==> src/rtl/otter_intr_ctrl.sv <==
// Interrupt controller behind the CU intr/int_taken handshake: synchronises,
// masks and prioritises NUM_SRC lines and exposes a 4-register MMIO file.
module otter_intr_ctrl #(
  parameter int NUM_SRC     = 8,
  parameter int SYNC_STAGES = 2
) (
  input  logic               clk,
  input  logic               RST_n,
  input  logic [NUM_SRC-1:0] irq_src,
  input  logic               int_taken,
  output logic               intr,
  input  logic               io_wr,
  input  logic               io_rd,
  input  logic [1:0]         io_addr,
  input  logic [31:0]        io_wdata,
  output logic [31:0]        io_rdata
);

  typedef enum logic [1:0] {IDLE, ASSERT, SERVICE} state_t;

  state_t             state, state_n;
  logic [NUM_SRC-1:0] sync_q [SYNC_STAGES];
  logic [NUM_SRC-1:0] s, s_prev, rise;
  logic [NUM_SRC-1:0] enable, mode, pending, pending_n, req, clr;
  logic               cause_valid, cause_valid_n;
  logic [3:0]         cause_id, cause_id_n, sel;
  logic               any_req, cur_req, take, eoi, w1c, intr_n;
  logic [31:0]        rd_val;
  logic               unused_wdata;

  assign unused_wdata = ^io_wdata[31:NUM_SRC];

  always_ff @(posedge clk or negedge RST_n) begin
    if (!RST_n) begin
      for (int unsigned i = 0; i < SYNC_STAGES; i++) sync_q[i] <= '0;
      s_prev <= '0;
    end else begin
      sync_q[0] <= irq_src;
      for (int unsigned i = 1; i < SYNC_STAGES; i++) sync_q[i] <= sync_q[i-1];
      s_prev <= s;
    end
  end

  assign s    = sync_q[SYNC_STAGES-1];
  assign rise = s & ~s_prev;
  assign req  = pending & enable;
  assign take = (state == ASSERT) && int_taken;
  assign w1c  = io_wr && (io_addr == 2'd1);
  assign eoi  = io_wr && (io_addr == 2'd2);

  always_comb begin
    sel     = '0;
    any_req = |req;
    for (int unsigned i = NUM_SRC; i > 0; i--)
      if (req[i-1]) sel = 4'(i - 1);
    cur_req = 1'b0;
    for (int unsigned i = 0; i < NUM_SRC; i++)
      if (cause_id == 4'(i)) cur_req = req[i];
  end

  // Level sources track s; edge sources clear on W1C/int_taken, but a rising edge in the same cycle wins.
  always_comb begin
    clr = '0;
    if (w1c) clr = io_wdata[NUM_SRC-1:0];
    for (int unsigned i = 0; i < NUM_SRC; i++)
      if (take && (cause_id == 4'(i))) clr[i] = 1'b1;
    pending_n = (mode & s) | (~mode & ((pending & ~clr) | rise));
  end

  always_comb begin
    state_n       = state;
    cause_valid_n = cause_valid;
    cause_id_n    = cause_id;
    case (state)
      IDLE:
        if (any_req) begin
          cause_valid_n = 1'b1;
          cause_id_n    = sel;
          state_n       = ASSERT;
        end
      ASSERT:
        if (int_taken) begin
          state_n = SERVICE;
        end else if (!cur_req) begin
          cause_valid_n = 1'b0;
          cause_id_n    = '0;
          state_n       = IDLE;
        end
      SERVICE:
        if (eoi) begin
          cause_valid_n = 1'b0;
          cause_id_n    = '0;
          state_n       = IDLE;
        end
      default: state_n = IDLE;
    endcase
    intr_n = (state_n == ASSERT);
  end

  always_comb begin
    rd_val = '0;
    case (io_addr)
      2'd0: rd_val = {{(32-NUM_SRC){1'b0}}, enable};
      2'd1: rd_val = {{(32-NUM_SRC){1'b0}}, pending};
      2'd2: rd_val = {cause_valid, 27'd0, cause_id};
      2'd3: rd_val = {{(32-NUM_SRC){1'b0}}, mode};
      default: rd_val = '0;
    endcase
  end

  always_ff @(posedge clk or negedge RST_n) begin
    if (!RST_n) begin
      state       <= IDLE;
      enable      <= '0;
      mode        <= '0;
      pending     <= '0;
      cause_valid <= 1'b0;
      cause_id    <= '0;
      intr        <= 1'b0;
      io_rdata    <= '0;
    end else begin
      state       <= state_n;
      pending     <= pending_n;
      cause_valid <= cause_valid_n;
      cause_id    <= cause_id_n;
      intr        <= intr_n;
      if (io_wr && (io_addr == 2'd0)) enable <= io_wdata[NUM_SRC-1:0];
      if (io_wr && (io_addr == 2'd3)) mode   <= io_wdata[NUM_SRC-1:0];
      if (io_rd) io_rdata <= rd_val;
    end
  end

endmodule

==> config.mk <==
export PLATFORM = sky130hd
export DESIGN_NAME = otter_intr_ctrl
export DESIGN_NICKNAME = d
export VERILOG_FILES = /design/src/rtl/otter_intr_ctrl.sv
export SDC_FILE = /design/constraint.sdc
export NUM_CORES = 1
export LEC_CHECK = 0
export CORE_ASPECT_RATIO = 0.9
export CORE_UTILIZATION = 45
export CTS_BUF_LIST = sky130_fd_sc_hd__clkbuf_8
export DETAILED_ROUTE_END_ITERATION = 6
export PLACE_DENSITY = 0.73
export SYNTH_ARGS = -nofsm -noshare
export SYNTH_HDL_FRONTEND = slang
export SYNTH_SLANG_ARGS = --single-unit
==> constraint.sdc <==
create_clock -name clk -period 3.13 [get_ports clk]
set_input_delay 0.4695 -clock clk [delete_from_list [all_inputs] [get_ports clk]]
set_output_delay 0.4695 -clock clk [all_outputs]
set_load 0.01 [all_outputs]
Word level (Yosys, flattened, before mapping). Index checks and enable logic that the tools add are counted.

Equality and inequality tests: 17. Muxes and demuxes: 41. Bitwise gates (word level): 10. Reduce and logical (&&, ||, !) cells: 19.

Operators by type and width (number): 32-bit one-hot mux with 4 select lines (1); 4-bit two-way mux (11); 8-bit AND (5); 8-bit inverter (3); 1-bit two-way mux (20); 4-bit by 3-bit == test with 1-bit output (second input constant) (4); 8-bit bitwise OR (2); 1-bit logical AND (13); 4-bit one-hot mux with 3 select lines (1); 4-bit by 2-bit == test with 1-bit output (second input constant) (2); 2-bit two-way mux (4); 8-bit two-way mux (1); 2-bit inequality test (second input constant) (4); 8-bit OR reduction (1); 2-bit by 1-bit == test with 1-bit output (second input constant) (3); 2-bit == test (second input constant) (3); 2-bit one-hot mux with 3 select lines (1); 5-bit AND reduction (1); 4-bit by 1-bit == test with 1-bit output (second input constant) (1); 2-bit zero test (2); 4-bit zero test (1); 3-bit two-way mux (1); 1-bit one-hot mux with 3 select lines (1); 3-bit nonzero test (1).

Flip-flop bits (word level): 88. Input bits: 47. Output and inout bits: 33. Word-level logic and storage cells: 98.

Depth between registers and ports, before layout.
Depth in word-level cells: 13. Depth in mapped cells: 8. Mapped depth without buffers: 7.

Worst setup path after synthesis. Ideal clock, no wire load.

Path type: register -> register. Start point: register cause_id[1]. End point: register cause_id[0]. Setup time: 0.125 ns. Arrival time: 1.703 ns. Required time: 3.005 ns. Path slack: 1.301 ns. Stages on the path, launching flop included: 9. Clock period less this slack: 1.829 ns. Cells stage by stage: dfrtp_1 -> clkbuf_2 -> and2b_2 -> a22o_1 -> mux2i_1 -> nand3_1 -> and3_1 -> buf_6 -> mux2_4.

Cells in the longest elaborated chain, start to end: 11.

Ends and longest elaborated chain: start: declaration (RTL line 26) `logic [3:0] cause_id, cause_id_n, sel;`; start signal: assignment (RTL line 125) `cause_id <= cause_id_n;`; 4-bit zero test (RTL line 58) `if (cause_id == 4'(i)) cur_req = req[i];`; 1-bit two-way mux (7 in series) (RTL line 58); 1-bit two-way mux * (RTL line 58); 2-bit inequality test (no line) *; 5-bit AND reduction (no line) *.

Every way passes the cells marked *; elsewhere a longest branch is shown, timed or not. A chain may end at the register's enable or synchronous reset.

Worst setup path after layout.
Start point: input io_addr[1]. End point: register enable[3].

Cells in the longest elaborated chain, start to end: 2.

Ends and longest elaborated chain: start: declaration (RTL line 14) `input logic [1:0] io_addr,`; 2-bit zero test (RTL line 127) `if (io_wr && (io_addr == 2'd0)) enable <= io_wdata[NUM_SRC-1:0];`; 1-bit logical AND (RTL line 127); end signal: assignment (RTL line 127); end: declaration (RTL line 24) `logic [NUM_SRC-1:0] enable, mode, pending, pending_n, req, clr;`.

No other way between the ends.

==> results_dict.tcl <==
set metrics [dict create \
    timing.final.crit_share_pct 67.6 \
    pin_count_of_the_biggest_net_entering_global_routing 34 \
    net-switching-power_mw 0.741 \
    cpLargestDelayFamily "simple AND/OR/NAND/NOR gates" \
    drt.antenna.violating_nets 0 \
    numPlacedInstances 360 \
    final.setup.worst_slack_ns 1.02 \
    grt_busiest_layer "met2" \
    outcome "finished, final reports clean" \
    finish.net_count 335 \
    leakagePower_nw 1.54 \
    path_clk_slew_ns 0.07 \
    dpl_worst_slack_ns 0.632 \
    global_route.usage.met2_pct 25.6 \
    power_per_cell_area_mw_per_mm2 707 \
    synth.yosys.seq_area_share_pct 54.7 \
    num_io_pins 80 \
    die_y_um 78.5 \
    internal_power_mw 1.68 \
    viasPerCell 5.04 \
    cap_viol_max_count 0 \
    setup.worst_path.class "in2reg" \
    synth.distinct_cells 38 \
    post_synth_edffs 0 \
    die_w_um 87.0 \
    placedInstanceArea_sq_mm 0.00325 \
    place_congestion 0.886 \
    std_cell_core_area_sq_mm 0.00622 \
    per_cell_routed_wire_length_um 13.9 \
    relative_contribution_of_the_clock_network_to_total_power_pct 25.0 \
    first_global_vias 1805 \
    timing_hold_violations_final 0 \
    clockBufferDepth 2 \
    critical-path-max-stage-delay_ns 0.59 \
    core.rowCount 27 \
    floorplan_die_area_sq_mm 0.00684 \
    total_power_mw 2.42 \
    drt_first_pass_iters 4 \
    ys_async_sr_fraction_pct 100 \
    antenna_found_initial 0 \
    clk_root_buffer_cell "sky130_fd_sc_hd__clkbuf_8" \
    power.switching_fraction_pct 30.6 \
    cp_slowest_cell "sky130_fd_sc_hd__clkdlybuf4s50_1" \
    cts_tree "done" \
    ir_drop_mv 0.371 \
    area_delta_synth_final_pct 16.9 \
    post_cts.repair.setup_buffers 0 \
    syn_area_sq_mm 0.00293 \
    synth-main-ff-cell "sky130_fd_sc_hd__dfrtp_1" \
    max_freq_ghz 0.473 \
    yosysWarningCount 0 \
    antenna_cells_inserted 0 \
    reg2reg_from "cause_id[0]" \
    route.detailed.drc 0 \
    final_sum_of_negative_setup_slack_ns 0 \
    slew_violations 0 \
    path_max_fanout 8 \
    period_needed_ns 2.11 \
    final_layout_size_suffix_gt1_share_pct 18.4 \
    postCtsHoldBufs 0 \
    grt_setup_unrepaired "no" \
    initial_core_utilization_pct 47.1 \
    worst_ep_required_time_ns 3.34 \
    combPwrFrac_pct 30.0 \
    all_layer_global_routing_usage_pct 17.4 \
    met3_track_usage_gr_pct 7.36 \
    grt_first_pass_wirelength_mm 8.68 \
    final_non_filler_cell_area_sq_mm 0.00342 \
    synth.ff_latch_count 64 \
    dp.final_hpwl_mm 3.76 \
    final-instance-count-excl-fill 375 \
    overflow 0 \
    tritoncts_num_sinks 64 \
    fin_hold_ws_ns 0.197 \
    wl_mm 5.20 \
    dr_total_vias 1890 \
    arrival_ns 2.33 \
    setup.worst_path.end_class "register" \
    crit_start "io_addr[1]" \
    layout.core_utilization_pct 55.1 \
    met1_usage_pct 23.0 \
    setup_violations 0 \
    max-slew-margin-rel_pct 50.7 \
    timing.hold.worst.class "in2async" \
    sequentialPowerShare_pct 45.0 \
    crit_buf_inv 1 \
    critical_path.startpoint_type "input port" \
    detail_route.iter0.violations 114 \
    postCtsResizedCells 0 \
    worst_pin_slew_ns 0.740 \
    skew_ns 0.00688 \
    place.port_buffers 32 \
    cts_htree_levels 3 \
    syn-mean-instance-area_sq_um 11.9 \
    cts_buffers 9 \
    synthCells 247 \
    path_cells "clkdlybuf4s50_1, nor2_1, and2_1, mux2_2" \
    worst_skew_pair.late_latency_ns 0.33 \
]
## flip-flops by register name, indices dropped and copies added (netlist names)
register and cells:
state 2, sync_q 8, intr 1, enable 8, cause_valid 1, s_prev 8, io_rdata 9, mode 8
s 8, pending 8, cause_id 3
## final cells by class
cell class                 count  area, sq um
inverter                      13         48.8
clock inverter                 4         21.3
multi-input combinational    161         1140
fill                         562         2790
timing repair buffer          35          350
tap                           87          109
sequential                    64         1600
clock buffer                  11          151
## cells in the mapped netlist (4+ instances only)
master,count,share of area [%]
sky130_fd_sc_hd__dfrtp_1,64,55
sky130_fd_sc_hd__mux2_2,24,9.2
sky130_fd_sc_hd__buf_4,23,5.9
sky130_fd_sc_hd__nand2_1,21,2.7
sky130_fd_sc_hd__inv_1,13,1.7
sky130_fd_sc_hd__o21ai_0,12,2.1
sky130_fd_sc_hd__a22oi_1,11,2.8
sky130_fd_sc_hd__a21oi_1,10,1.7
sky130_fd_sc_hd__nor2_1,10,1.3
sky130_fd_sc_hd__nand3b_1,8,2.1
sky130_fd_sc_hd__clkbuf_1,5,0.64
sky130_fd_sc_hd__nand3_1,5,0.85
sky130_fd_sc_hd__ha_1,4,1.7
## layer usage
| layer | vias to the layer above | part of all wire (%) |
|---|---|---|
| met4 | 0 | 1.5 |
| met5 | - | 0 |
| met3 | 10 | 7.3 |
| li1 | 892 | - |
| met2 | 81 | 45 |
| met1 | 907 | 46 |
## power by group through the flow
stage / sequential, mW / clock [mW] / combinational, mW
after floorplan: 1.07 / 0 / 0.587
after global placement: 1.10 / 0 / 0.711
after detailed placement: 1.10 / 0 / 0.727
after CTS: 1.09 / 0.627 / 0.730
after global routing: 1.11 / 0.671 / 0.806
final: 1.09 / 0.605 / 0.727
## cells in the final DEF (no fill, tap or decap), types with 2 or more instances in the layout
cell type,instances
sky130_fd_sc_hd__nand3_1,5
sky130_fd_sc_hd__buf_4,2
sky130_fd_sc_hd__o21ai_0,12
sky130_fd_sc_hd__mux2_4,3
sky130_fd_sc_hd__a22oi_1,11
sky130_fd_sc_hd__clkdlybuf4s50_1,31
sky130_fd_sc_hd__a21boi_0,3
sky130_fd_sc_hd__clkinv_2,2
sky130_fd_sc_hd__a32oi_1,2
sky130_fd_sc_hd__ha_1,4
sky130_fd_sc_hd__a21oi_1,10
sky130_fd_sc_hd__a22o_1,2
sky130_fd_sc_hd__mux2i_1,2
sky130_fd_sc_hd__conb_1,23
sky130_fd_sc_hd__nand3b_1,8
sky130_fd_sc_hd__nand2_1,21
sky130_fd_sc_hd__nor2_1,10
sky130_fd_sc_hd__nor2b_1,2
sky130_fd_sc_hd__dfrtp_1,64
sky130_fd_sc_hd__clkbuf_8,11
sky130_fd_sc_hd__inv_1,14
sky130_fd_sc_hd__and3_1,2
sky130_fd_sc_hd__mux2_2,24
sky130_fd_sc_hd__mux4_2,3
## worst paths after layout
| check | to | slack [ns] | depth (start not counted) |
|---|---|---|---|
| worst max-delay path | enable[3] | 1.02 | 4 |
| worst max register to register | cause_id[2] | 1.07 | 5 |
| min in group clk | s[6] | 0.34 | 0 |
| worst min register to register | s[6] | 0.34 | 0 |
| worst min-delay path | enable[6] | 0.20 | 1 |
| max in group asynchronous | state[0] | 2.32 | 2 |
## logic make-up after synthesis
group | synth area share [%]
compound gates | 9.06
fa+ha+maj | 1.71
buf+inv | 9.14
other cells | 0.128
simple gates | 10.6
mux | 14.7
flops | 54.7
(Power assumes the default switching activity.)
